**src/rtl/udp_pixel_unpacker_if.sv**
```systemverilog
`default_nettype none
// ============================================================================
// Module  : udp_pixel_unpacker_if
// Brief   : UDP payload byte stream in, tagged pixel stream out (valid/ready).
// Revision: 1.0
// ============================================================================
interface udp_pixel_unpacker_if #(
    parameter int NUM_CH = 3,
    parameter int X_W    = 11,
    parameter int Y_W    = 11
);
    logic                udp_rx_valid;
    logic                udp_rx_last;
    logic [7:0]          udp_rx_data;
    logic [8*NUM_CH-1:0] pixel;
    logic [X_W-1:0]      x;
    logic [Y_W-1:0]      y;
    logic                sol;
    logic                valid;
    logic                ready;

    modport master (
        input  udp_rx_valid, udp_rx_last, udp_rx_data, ready,
        output pixel, x, y, sol, valid
    );

    modport slave (
        output udp_rx_valid, udp_rx_last, udp_rx_data, ready,
        input  pixel, x, y, sol, valid
    );
endinterface
`default_nettype wire

```
**src/rtl/udp_pixel_unpacker.sv**
```systemverilog
`default_nettype none
// ============================================================================
// Module  : udp_pixel_unpacker
// Brief   : Strips a 2-byte row header and packs UDP bytes into tagged pixels.
// Revision: 1.0
// ============================================================================
module udp_pixel_unpacker #(
    parameter int NUM_CH     = 3,
    parameter int X_W        = 11,
    parameter int Y_W        = 11,
    parameter int FIFO_DEPTH = 8
) (
    input  wire logic        i_clk,
    input  wire logic        i_rst_n,
    input  wire logic        i_msb_first,
    input  wire logic        i_clr_stat,
    udp_pixel_unpacker_if.master pix_if,
    output logic [15:0]      o_pkt_cnt,
    output logic [7:0]       o_short_cnt,
    output logic             o_ovf
);

    localparam int PIX_W = 8 * NUM_CH;
    localparam int IDX_W = (NUM_CH > 1) ? $clog2(NUM_CH) : 1;
    localparam int PTR_W = $clog2(FIFO_DEPTH);
    localparam int CNT_W = PTR_W + 1;
    localparam int E_W   = PIX_W + X_W + Y_W + 1;
    localparam logic [IDX_W-1:0] LAST_IDX = IDX_W'(NUM_CH - 1);

    typedef enum logic [1:0] {
        S_SYNC = 2'd0,
        S_HDR0 = 2'd1,
        S_HDR1 = 2'd2,
        S_PIX  = 2'd3
    } state_t;

    state_t             state_q, state_d;
    logic [7:0]         y_hi_q, y_hi_d;
    logic [Y_W-1:0]     y_q, y_d;
    logic [X_W-1:0]     x_q, x_d;
    logic [IDX_W-1:0]   idx_q, idx_d;
    logic               sol_pend_q, sol_pend_d;
    logic [PIX_W-1:0]   pix_q, pix_d;

    logic [PIX_W-1:0]   pix_full;
    logic [IDX_W-1:0]   slot;
    logic [15:0]        hdr;
    logic               push_req, pkt_inc, short_inc;

    logic [E_W-1:0]     mem_q [FIFO_DEPTH];
    logic [PTR_W-1:0]   wr_ptr_q, rd_ptr_q;
    logic [CNT_W-1:0]   cnt_q;
    logic               fifo_full, fifo_pop, push_ok, push_drop;
    logic [E_W-1:0]     head;

    assign hdr = {y_hi_q, pix_if.udp_rx_data};

    // Channel slot for the incoming byte; reversed order when MSB-first.
    always_comb begin
        slot     = i_msb_first ? (LAST_IDX - idx_q) : idx_q;
        pix_full = pix_q;
        for (int c = 0; c < NUM_CH; c++) begin
            if (IDX_W'(c) == slot) begin
                pix_full[8*c +: 8] = pix_if.udp_rx_data;
            end
        end
    end

    always_ff @(posedge i_clk or negedge i_rst_n) begin
        if (!i_rst_n) begin
            state_q <= S_SYNC;
        end else begin
            state_q <= state_d;
        end
    end

    always_comb begin
        state_d    = state_q;
        y_hi_d     = y_hi_q;
        y_d        = y_q;
        x_d        = x_q;
        idx_d      = idx_q;
        sol_pend_d = sol_pend_q;
        pix_d      = pix_q;
        push_req   = 1'b0;
        pkt_inc    = 1'b0;
        short_inc  = 1'b0;
        case (state_q)
            S_SYNC: begin
                if (!pix_if.udp_rx_valid || pix_if.udp_rx_last) begin
                    state_d = S_HDR0;
                end
            end
            S_HDR0: begin
                if (pix_if.udp_rx_valid) begin
                    y_hi_d = pix_if.udp_rx_data;
                    if (pix_if.udp_rx_last) begin
                        short_inc = 1'b1;
                    end else begin
                        state_d = S_HDR1;
                    end
                end
            end
            S_HDR1: begin
                if (pix_if.udp_rx_valid) begin
                    y_d        = hdr[Y_W-1:0];
                    x_d        = '0;
                    idx_d      = '0;
                    sol_pend_d = 1'b1;
                    if (pix_if.udp_rx_last) begin
                        short_inc = 1'b1;
                        state_d   = S_HDR0;
                    end else begin
                        state_d = S_PIX;
                    end
                end
            end
            S_PIX: begin
                if (pix_if.udp_rx_valid) begin
                    pix_d = pix_full;
                    if (idx_q == LAST_IDX) begin
                        push_req   = 1'b1;
                        x_d        = x_q + X_W'(1);
                        sol_pend_d = 1'b0;
                        idx_d      = '0;
                        if (pix_if.udp_rx_last) begin
                            pkt_inc = 1'b1;
                            state_d = S_HDR0;
                        end
                    end else if (pix_if.udp_rx_last) begin
                        short_inc = 1'b1;
                        idx_d     = '0;
                        state_d   = S_HDR0;
                    end else begin
                        idx_d = idx_q + IDX_W'(1);
                    end
                end
            end
            default: state_d = S_SYNC;
        endcase
    end

    always_ff @(posedge i_clk or negedge i_rst_n) begin
        if (!i_rst_n) begin
            y_hi_q     <= '0;
            y_q        <= '0;
            x_q        <= '0;
            idx_q      <= '0;
            sol_pend_q <= 1'b0;
            pix_q      <= '0;
        end else begin
            y_hi_q     <= y_hi_d;
            y_q        <= y_d;
            x_q        <= x_d;
            idx_q      <= idx_d;
            sol_pend_q <= sol_pend_d;
            pix_q      <= pix_d;
        end
    end

    // A pop frees a slot in the same cycle, so a full FIFO can still accept.
    assign fifo_full = (cnt_q == CNT_W'(FIFO_DEPTH));
    assign fifo_pop  = pix_if.valid && pix_if.ready;
    assign push_ok   = push_req && (!fifo_full || fifo_pop);
    assign push_drop = push_req && !push_ok;

    always_ff @(posedge i_clk or negedge i_rst_n) begin
        if (!i_rst_n) begin
            for (int i = 0; i < FIFO_DEPTH; i++) begin
                mem_q[i] <= '0;
            end
            wr_ptr_q <= '0;
            rd_ptr_q <= '0;
            cnt_q    <= '0;
        end else begin
            if (push_ok) begin
                mem_q[wr_ptr_q] <= {pix_full, x_q, y_q, sol_pend_q};
                wr_ptr_q        <= wr_ptr_q + PTR_W'(1);
            end
            if (fifo_pop) begin
                rd_ptr_q <= rd_ptr_q + PTR_W'(1);
            end
            case ({push_ok, fifo_pop})
                2'b10:   cnt_q <= cnt_q + CNT_W'(1);
                2'b01:   cnt_q <= cnt_q - CNT_W'(1);
                default: cnt_q <= cnt_q;
            endcase
        end
    end

    assign head         = mem_q[rd_ptr_q];
    assign pix_if.pixel = head[E_W-1 -: PIX_W];
    assign pix_if.x     = head[Y_W+1 +: X_W];
    assign pix_if.y     = head[1 +: Y_W];
    assign pix_if.sol   = head[0];
    assign pix_if.valid = (cnt_q != '0);

    always_ff @(posedge i_clk or negedge i_rst_n) begin
        if (!i_rst_n) begin
            o_pkt_cnt   <= '0;
            o_short_cnt <= '0;
            o_ovf       <= 1'b0;
        end else if (i_clr_stat) begin
            o_pkt_cnt   <= '0;
            o_short_cnt <= '0;
            o_ovf       <= 1'b0;
        end else begin
            if (pkt_inc) begin
                o_pkt_cnt <= o_pkt_cnt + 16'd1;
            end
            if (short_inc && (o_short_cnt != 8'hFF)) begin
                o_short_cnt <= o_short_cnt + 8'd1;
            end
            if (push_drop) begin
                o_ovf <= 1'b1;
            end
        end
    end

endmodule
`default_nettype wire

```
**src/flat_wrapper.sv**
```systemverilog
// flat-port wrapper written by rule: the top's interface ports become plain ports
module udp_pixel_unpacker_flat 
#(
    parameter int NUM_CH     = 3,
    parameter int X_W        = 11,
    parameter int Y_W        = 11,
    parameter int FIFO_DEPTH = 8
)
  (i_clk, i_rst_n, i_msb_first, i_clr_stat, o_pkt_cnt, o_short_cnt, o_ovf, pix_if_udp_rx_valid, pix_if_udp_rx_last, pix_if_udp_rx_data, pix_if_ready, pix_if_pixel, pix_if_x, pix_if_y, pix_if_sol, pix_if_valid);
  udp_pixel_unpacker_if #(.NUM_CH(NUM_CH), .X_W(X_W), .Y_W(Y_W)) pix_if_i ();
  input  wire logic i_clk;
  input  wire logic i_rst_n;
  input  wire logic i_msb_first;
  input  wire logic i_clr_stat;
  output logic [15:0] o_pkt_cnt;
  output logic [7:0] o_short_cnt;
  output logic o_ovf;
  input wire logic [$bits(pix_if_i.udp_rx_valid)-1:0] pix_if_udp_rx_valid;
  input wire logic [$bits(pix_if_i.udp_rx_last)-1:0] pix_if_udp_rx_last;
  input wire logic [$bits(pix_if_i.udp_rx_data)-1:0] pix_if_udp_rx_data;
  input wire logic [$bits(pix_if_i.ready)-1:0] pix_if_ready;
  output wire logic [$bits(pix_if_i.pixel)-1:0] pix_if_pixel;
  output wire logic [$bits(pix_if_i.x)-1:0] pix_if_x;
  output wire logic [$bits(pix_if_i.y)-1:0] pix_if_y;
  output wire logic [$bits(pix_if_i.sol)-1:0] pix_if_sol;
  output wire logic [$bits(pix_if_i.valid)-1:0] pix_if_valid;
  assign pix_if_i.udp_rx_valid = pix_if_udp_rx_valid;
  assign pix_if_i.udp_rx_last = pix_if_udp_rx_last;
  assign pix_if_i.udp_rx_data = pix_if_udp_rx_data;
  assign pix_if_i.ready = pix_if_ready;
  assign pix_if_pixel = pix_if_i.pixel;
  assign pix_if_x = pix_if_i.x;
  assign pix_if_y = pix_if_i.y;
  assign pix_if_sol = pix_if_i.sol;
  assign pix_if_valid = pix_if_i.valid;
  udp_pixel_unpacker #(.NUM_CH(NUM_CH), .X_W(X_W), .Y_W(Y_W), .FIFO_DEPTH(FIFO_DEPTH)) u_core (.i_clk(i_clk), .i_rst_n(i_rst_n), .i_msb_first(i_msb_first), .i_clr_stat(i_clr_stat), .pix_if(pix_if_i), .o_pkt_cnt(o_pkt_cnt), .o_short_cnt(o_short_cnt), .o_ovf(o_ovf));
endmodule
```
**config.mk**
```make
export PLATFORM = sky130hd
export DESIGN_NAME = udp_pixel_unpacker_flat
export DESIGN_NICKNAME = d
export VERILOG_FILES = /design/src/rtl/udp_pixel_unpacker_if.sv /design/src/rtl/udp_pixel_unpacker.sv /design/src/flat_wrapper.sv
export SDC_FILE = /design/constraint.sdc
export NUM_CORES = 1
export LEC_CHECK = 0
export CAP_MARGIN = 20
export CORE_MARGIN = 3
export CORE_UTILIZATION = 48
export DETAILED_ROUTE_END_ITERATION = 10
export GPL_TIMING_DRIVEN = 0
export PLACE_DENSITY_LB_ADDON = 0.1
export SLEW_MARGIN = 25
export SYNTH_ARGS = -nofsm -noshare
export SYNTH_HDL_FRONTEND = slang
export SYNTH_SLANG_ARGS = --single-unit
```
**constraint.sdc**
```tcl
create_clock -name i_clk -period 4.7 [get_ports i_clk]
set_clock_uncertainty 0.15 [all_clocks]
set_input_delay 0.705 -clock i_clk [delete_from_list [all_inputs] [get_ports i_clk]]
set_output_delay 0.705 -clock i_clk [all_outputs]
set_load 0.005 [all_outputs]
```
* After elaboration in Yosys (flattened, before gate mapping)
Cells that the tools add are included.
** Cells by class
- Eq/ne operators :: 17
- Bitwise gates (word level) :: 2
- $lt $le $gt $ge :: 3
- Divide/modulo/power cells :: 0
- Add/subtract/negate cells :: 9
- Reduce and logical (&&, ||, !) cells :: 25
- Shift-type cells :: 0
- Multipliers :: 0
- Multiplexer cells :: 49
** Operators by type and width (number)
- $bwmux 376 :: 1
- $bmux 47 s3 :: 1
- $demux 47 s3 :: 1
- $mux 47 :: 3
- $mux 8 :: 5
- $mux 11 :: 3
- $mux 16 :: 2
- $mux 2 :: 12
- $pmux 11 s2 :: 1
- $add 16x1->16 const B :: 1
- $mux 1 :: 15
- $add 11x1->11 const B :: 1
- $ne 2x2->1 const B :: 5
- $reduce_bool 2->1 :: 5
- $add 8x1->8 const B :: 1
- $eq 2x2->1 const B :: 4
- $ge 4x4->1 const B :: 2
- $ne 8x8->1 const B :: 1
- $not 3->4 :: 2
- $pmux 2 s4 :: 1
- $pmux 4 s2 :: 1
- $add 3x1->3 const B :: 2
- $reduce_and 2->1 :: 3
- $reduce_and 6->1 :: 1
- other kinds (20) :: 31
** Word-level totals
- Input port bits :: 15
- Memory bits (writable) :: 0
- Latch bits :: 0
- Logic and storage cells :: 126
- Bits in read-only memories :: 0
- Memories :: 0
- Bits in registers :: 465
- Output and inout port bits :: 73

* Longest topological paths before layout
Gate-level depths: netlist of run 1.
- Depth after elaboration :: 9
- Depth in mapped cells :: 12
- Depth with buffers taken out :: 11

* Worst setup path after synthesis of run 1
Ideal clock, no wire load.
- Kind :: input to register
- Start :: in pix_if_udp_rx_valid
- End :: reg u_core.cnt_q[3]
- Setup time :: 0.116 ns
- Cell stages on the path :: 9
- Path buffers :: 1
- Data required time :: 4.434 ns
- Arrival time :: 2.544 ns
- Setup slack :: 1.890 ns
- Path through :: buf_2 > nand3_2 > a21oi_1 > inv_1 > ha_1 > ha_1 > a21oi_1 > o21ai_0 > o311ai_0
** On the way
- Cells in the longest elaborated chain, start to end :: 5
- Elaborated cells between the ends (all ways) :: 7
- Classes of those cells :: eq/ne: 2; mux: 3; reduce/logical: 2
** RTL lines
- from (decl) :: line flat_wrapper.sv:18 : input wire logic [$bits(pix_if_i.udp_rx_valid)-1:0] pix_if_udp_rx_valid;
- $mux 1 (*) :: line udp_pixel_unpacker.sv:119 : if (pix_if.udp_rx_valid) begin
- $mux 1 (*) :: line udp_pixel_unpacker.sv:88 : case (state_q)
- $logic_and 1x1->1 (*) :: line udp_pixel_unpacker.sv:164 : assign push_ok = push_req && (!fifo_full || fifo_pop);
- $eq 2x1->1 or $eq 2x2->1 (tied branches) :: line udp_pixel_unpacker.sv:183 : case ({push_ok, fifo_pop})
- $pmux 4 s2 or $reduce_bool 2->1 (tied branches)
- to (signal assigned) :: line udp_pixel_unpacker.sv:184 : 2'b10: cnt_q <= cnt_q + CNT_W'(1);
- to (signal assigned) :: line udp_pixel_unpacker.sv:185 : 2'b01: cnt_q <= cnt_q - CNT_W'(1);
- to (signal assigned) :: line udp_pixel_unpacker.sv:186 : default: cnt_q <= cnt_q;
- to (decl) :: line udp_pixel_unpacker.sv:52 : logic [CNT_W-1:0] cnt_q;
Mark *: on every way between the ends. The rest lies on a longest branch, timed or not.
A chain may end at the register's enable or synchronous reset.

* Final worst setup path of run 1
- Start :: reg u_core.rd_ptr_q[1]
- End :: out pix_if_pixel[2]
** On the way
- Cells in the longest elaborated chain, start to end :: 4
** RTL lines
- from (decl) :: line udp_pixel_unpacker.sv:51 : logic [PTR_W-1:0] wr_ptr_q, rd_ptr_q;
- from (signal assigned) :: line udp_pixel_unpacker.sv:181 : rd_ptr_q <= rd_ptr_q + PTR_W'(1);
- $not 3->4 (not written as such) :: line udp_pixel_unpacker.sv:191 : assign head = mem_q[rd_ptr_q];
- $bmux 47 s3 :: line udp_pixel_unpacker.sv:191
- $mux 47 (not written as such) (2 in a row) :: line udp_pixel_unpacker.sv:191
- to (decl) :: line flat_wrapper.sv:22 : output wire logic [$bits(pix_if_i.pixel)-1:0] pix_if_pixel;
No other way between the ends. The select of a mux whose other input is x is not followed.

==> results.cfg, run 1 <==
[drt]
drc = 0
drt_iter0_drc = 999
ant_nets = 0
firstDrtPassIters = 5
avgRoutedWirePerCell_um = 22.0
drt-vias-per-instance = 5.67
vias = 13500
routed_wl_mm = 52.3

[setup_path]
timing.rr.end = u_core.mem_q[134]
crit_path_end_kind = output pin
crit_type = register to output pin
rr_worst_depth = 8
r2r-start = u_core.idx_q[0]
worst_ep_arrival_time_ns = 3.72
crit_path_start_kind = register
rrSetupSlack_ns = 1.47
cp_max_fo = 10
required_ns = 3.85

[finish]
final_area_um2 = 24200
utilization_pct = 56.9
antenna_cells = 0
fillers = 3522
ff_latch_area_um2 = 11600
drive_gt1_share_pct = 25.3
multi_input_area_um2 = 8690
area_delta_synth_final_pct = 15.7
nNetsFinal = 1806

[logic_synthesis]
synth_area_leaders = dfrtp_1 56%, mux2_2 11%, mux4_2 10%
postSynthAreaPerCell_um2 = 12.8
ys_types = 55
synth_fp_nets = 1663
postSynthCellCount = 1631
async_reset_ff_share_pct = 100
synth_largest_area_cell = dfrtp_1
netlist.area_leader.share_pct = 55.6
syn_area_um2 = 20900
ys_seq_elements = 465
synth_seq_area_share_pct = 55.6
yosysWarnings = 0
ys.flop_type = dfrtp_1
synth_edf_count = 0

[flow_run]
cap_violations = 0

[power_and_ir_drop]
power_mw = 11.2
p_leak_nw = 11.1
p_per_area_nw_per_um2 = 461
peakVddDrop_mv = 0.323

[clock_network]
clk_latency_ns = 0.59
cts.htree.levels = 2
cts_tree = built
postCtsSetupBuffers = 0
clockBufferDepth = 3
cts_made_buffers = 50
root_buffer = clkbuf_16
cts_resized = 0
clk_pin_slew_worst_paths_ns = 0.06
cts.sinks = 465
ctsHoldBuffers = 1

[place]
dp_hpwl_mm = 35.3
gp_congestion = 0.791
port_buffers = 85
pre_cts_ws_ns = 0.760
placed_cell_area_um2 = 22600

[timing]
rsz0062_at_grt = no
fin_crit_ns = 4.57
relSlewSlack_pct = 29.2
timing.hold.ws_ns = 0.329
layout_setup_ws_ns = 0.125
final-hold-violation-count = 0
setup_viol_count_final = 0
worst_pin_slew_ns = 1.06
slew_violations = 0
finalCritPeriodShare_pct = 97.3
fmax_ghz = 0.219

[hold_path]
min_from = u_core.mem_q[178]
holdPathStages = 2
hold_class = register to register
hold_end = u_core.mem_q[178]

[global_route]
grt_pass1_wl_mm = 83.3
grt_pass1_vias = 14100
grt_use_total_pct = 23.0
grt_max_degree = 94
grt_overflow = 0
antenna_found_initial = 1

[floorplan]
start_util_pct = 49.2
pin_count = 88
die_w_um = 215
core_um2 = 42500
die_h_um = 215
fp-row-count = 75
dieArea_um2 = 46100

[outcome]
status = completed
[cells in the mapped netlist (6+ instances only)]
cell type / number
nor3_1: 14
o21ai_0: 135
xnor2_1: 17
clkbuf_1: 55
buf_4: 13
xor2_1: 6
inv_1: 16
dfrtp_1: 465
nand2b_1: 7
mux2_1: 35
nor2_1: 124
or3_1: 6
ha_1: 16
mux2i_1: 30
mux2_2: 211
nor3b_1: 6
nand2_1: 146
nand3_1: 14
nor2b_1: 7
mux4_2: 94
buf_2: 46
a21oi_1: 106
nor4_1: 7
[critical path, stage by stage, from the launching register on]
cell	delay (ns)
dfrtp_1	0.35
clkbuf_1	0.38
buf_2	0.49
clkbuf_1	0.69
mux4_2	0.43
mux2_2	0.32
clkdlybuf4s50_1	0.45
[state kept, by name, indices dropped and copies added, names as in the netlist]
| name | flops |
|---|---|
| u_core.y_q | 11 |
| u_core.o_ovf | 1 |
| u_core.o_pkt_cnt | 16 |
| u_core.state_q | 2 |
| u_core.cnt_q | 4 |
| u_core.o_short_cnt | 8 |
| u_core.x_q | 11 |
| u_core.wr_ptr_q | 3 |
| u_core.idx_q | 2 |
| u_core.rd_ptr_q | 3 |
| u_core.sol_pend_q | 1 |
| u_core.pix_q | 24 |
| u_core.mem_q | 376 |
| u_core.y_hi_q | 3 |
[metal layers]
layer	up-vias	global-route usage, %	wire, um
li1	6114	-	-
met1	7031	32.9	23700
met2	278	37.6	25500
met3	75	3.46	2100
met4	0	5.52	1060
met5	-	0	0
[through the flow]
step	setup TNS [ns]	std cells
final	0	2382
after global routing	0	2382
after CTS	0	2382
after detailed placement	0	2298
after global placement	-8179.21	2293
after floorplan	0	1631
[layout make-up]
cell class / count / share of cell area, %
Sequential cell: 465 / 48.1
Multi-Input combinational cell: 1033 / 35.9
Clock buffer: 73 / 5.90
Timing Repair Buffer: 91 / 4.15
Tap cell: 577 / 2.98
Buffer: 117 / 2.26
Clock inverter: 10 / 0.517
Inverter: 16 / 0.248
[power by group]
part	switching (mW)	internal [mW]	total, mW
Combinational	1.62	1.01	2.63
Clock	1.59	2.20	3.80
Sequential	0.336	4.39	4.72
Total	3.55	7.60	11.2
[cell usage in the layout (no fill, tap or decap), types with 9 or more instances in the layout]
cell type / instances
nor2_1: 124
clkbuf_16: 50
mux2i_1: 29
clkbuf_8: 9
nand3_1: 14
a21oi_1: 106
xnor2_1: 17
ha_1: 16
dfrtp_1: 465
clkdlybuf4s50_1: 84
mux4_2: 94
o21ai_0: 135
nor3_1: 14
mux2_2: 211
mux2_1: 35
clkbuf_1: 69
nand2_1: 146
buf_2: 47
inv_1: 16
buf_4: 13
[cells by family (layout without fill, tap and decap cells)]
group	Yosys count	after routing	share of synthesized area (%)
mux	370	370	24.8
buf+inv	133	307	2.89
fa+ha+maj	17	17	1.05
compound gates	263	263	7.04
xor+xnor	23	23	0.963
flops	465	465	55.6
simple gates	360	360	7.65
[worst max path at each step]
stage                              startpoint                to  depth (start not counted)
after floorplan           pix_if_udp_rx_valid   u_core.cnt_q[3]                          9
after global placement                i_rst_n  u_core.mem_q[36]                          1
after detailed placement   u_core.rd_ptr_q[1]   pix_if_pixel[1]                          6
after CTS                  u_core.rd_ptr_q[1]   pix_if_pixel[1]                          6
after global routing       u_core.rd_ptr_q[1]   pix_if_pixel[2]                          6
final                      u_core.rd_ptr_q[1]   pix_if_pixel[2]                          6
Power figures use the tool's default switching activity.
==> run 2, diff against run 1 <==
--- a/config.mk
+++ b/config.mk
@@ -5,7 +5,7 @@
 export SDC_FILE = /design/constraint.sdc
 export NUM_CORES = 1
 export LEC_CHECK = 0
-export CAP_MARGIN = 20
+export CAP_MARGIN = 15
 export CORE_MARGIN = 3
 export CORE_UTILIZATION = 48
 export DETAILED_ROUTE_END_ITERATION = 10
==> results of run 2 <==
Same layout as run 1: the final DEF is identical, and so are final timing and power.
==> run 3, diff against run 2 <==
--- a/config.mk
+++ b/config.mk
@@ -7,7 +7,7 @@
 export LEC_CHECK = 0
 export CAP_MARGIN = 15
 export CORE_MARGIN = 3
-export CORE_UTILIZATION = 48
+export CORE_UTILIZATION = 50
 export DETAILED_ROUTE_END_ITERATION = 10
 export GPL_TIMING_DRIVEN = 0
 export PLACE_DENSITY_LB_ADDON = 0.1
==> results.cfg, run 3 (same netlist as run 1, synthesis figures left out) <==
[outcome]
status = completed

[finish]
drive_gt1_share_pct = 25.6
final_common_cell = dfrtp_1
fillers = 3391
layout_common_cells = 465 x dfrtp_1, 211 x mux2_2, 146 x nand2_1
area_delta_synth_final_pct = 16.0
final_cells = 2342
reg_top3 = u_core.mem_q (376), u_core.pix_q (24), u_core.o_pkt_cnt (16)
nNetsFinal = 1806
top_register = u_core.mem_q
largest_reg_flops = 376
antenna_cells = 0

[setup_path]
cp_max_fo = 10
crit_path_start_kind = register
r2r-start = u_core.idx_q[0]
worst_ep_arrival_time_ns = 3.65
rrSetupSlack_ns = 1.42
rr_worst_depth = 7
crit_buf_inv = 4
crit_type = register to output pin
slowest_stage = clkbuf_1
crit_path_end_kind = output pin
crit_chain = clkbuf_1 > buf_2 > clkbuf_1 > mux4_2 > mux2_2 > clkdlybuf4s50_1
timing.rr.end = u_core.mem_q[208]
crit_family = buffers and inverters
cp_common_cell = clkbuf_1
cp_slowest_stage_delay_ns = 0.61
required_ns = 3.85

[floorplan]
die_w_um = 211
fp-row-count = 74
dieArea_um2 = 44300
start_util_pct = 50.9
pin_count = 88
core_um2 = 41100
die_h_um = 211

[clock_network]
cts_tree = built
clk_latency_ns = 0.59
clk_pin_slew_worst_paths_ns = 0.06
clockBufferDepth = 3
root_buffer = clkbuf_16
cts.htree.levels = 2
cts_made_buffers = 50
cts.sinks = 465

[power_and_ir_drop]
p_per_area_nw_per_um2 = 467
peakVddDrop_mv = 0.335
p_leak_nw = 11.2
power_mw = 11.3

[flow_run]
cap_violations = 0

[timing]
fin_crit_ns = 4.50
setup_viol_count_final = 0
timing.hold.ws_ns = 0.327
fmax_ghz = 0.222
worst_pin_slew_ns = 1.10
final-hold-violation-count = 0
layout_setup_ws_ns = 0.196
slew_violations = 0
finalCritPeriodShare_pct = 95.8
tns_ns = 0
relSlewSlack_pct = 26.3
rsz0062_at_grt = no

[global_route]
antenna_found_initial = 1
grt_overflow = 0
grt_pass1_vias = 14100
grt_max_degree = 91
grt_use_total_pct = 23.9
grt_pass1_wl_mm = 82.2

[drt]
drt_iter0_drc = 897
drc = 0
drt-vias-per-instance = 5.79
avgRoutedWirePerCell_um = 21.9
routed_wl_mm = 51.3
ant_nets = 0
vias = 13600
firstDrtPassIters = 7

[place]
pre_cts_ws_ns = 0.825
place_inst = 2253
port_buffers = 85
dp_hpwl_mm = 34.9
gp_congestion = 0.786

[hold_path]
hold_class = register to register
min_from = u_core.mem_q[57]
hold_end = u_core.mem_q[57]
holdPathStages = 1
[run 3: cell count changes in the layout (fill, tap and decap cells not counted), moves of 2 or more]
cell	delta
clkinvlp_4	+2
clkbuf_1	-3
clkinv_2	+4
bufinv_16	+3
[run 3: through the flow]
step	cell area (um^2)	util [%]
4_1_cts	24300	59.0
5_1_grt	24300	59.1
3_5_place_dp	22600	54.9
2_1_floorplan	20900	-
3_3_place_gp	22400	54.6
6_report	24300	59.1
[run 3: routing by layer]
metal  wire length, um  vias up  global-route usage [%]
met3              2820       66                    4.72
met5                 0        -                       0
met1             22800     7068                    33.8
met4               990        0                    5.47
met2             24700      295                    38.8
li1                  -     6121                       -
[run 3: what timing repair did]
item / CTS / global route
resized for setup: 0 / 1
setup buffers: 0 / 0
hold buffers: 1 / 0
endpoints found under the hold margin: 71 / 0
endpoints found under the setup margin: 0 / 1
[run 3: how the worst max path moves through the flow]
stage	end	start	slack (ns)	depth (start not counted)
after detailed placement	pix_if_pixel[2]	u_core.rd_ptr_q[1]	0.83	6
after floorplan	u_core.cnt_q[3]	pix_if_udp_rx_valid	1.89	9
after global placement	u_core.mem_q[36]	i_rst_n	-17.53	1
after CTS	pix_if_pixel[2]	u_core.rd_ptr_q[1]	0.18	6
final	pix_if_pixel[2]	u_core.rd_ptr_q[1]	0.20	6
after global routing	pix_if_pixel[2]	u_core.rd_ptr_q[1]	0.06	6
[run 3: cell type report]
class                   instances  area, um^2  area share, %
well taps                     532         666           2.74
repair buffers                 91        1000           4.13
clock buffers                  72        1460           5.99
flip-flops and latches        465       11600           47.9
inverters                      16        60.1          0.247
multi-input cells            1033        8690           35.8
clock inverters                16         214          0.881
plain buffers                 117         549           2.26
[run 3: power breakdown]
group          internal, mW  switching (mW)  total [mW]
clock network          2.41            1.59        4.00
logic                  1.02            1.61        2.63
registers              4.39           0.338        4.72
[run 3: worst reg2reg max path: stages, from the launching register on]
cell,delay (ns)
dfrtp_1,0.43
inv_1,0.09
ha_1,0.13
buf_2,0.21
nand3_2,0.31
a211oi_2,0.96
buf_2,0.50
mux2_2,0.39
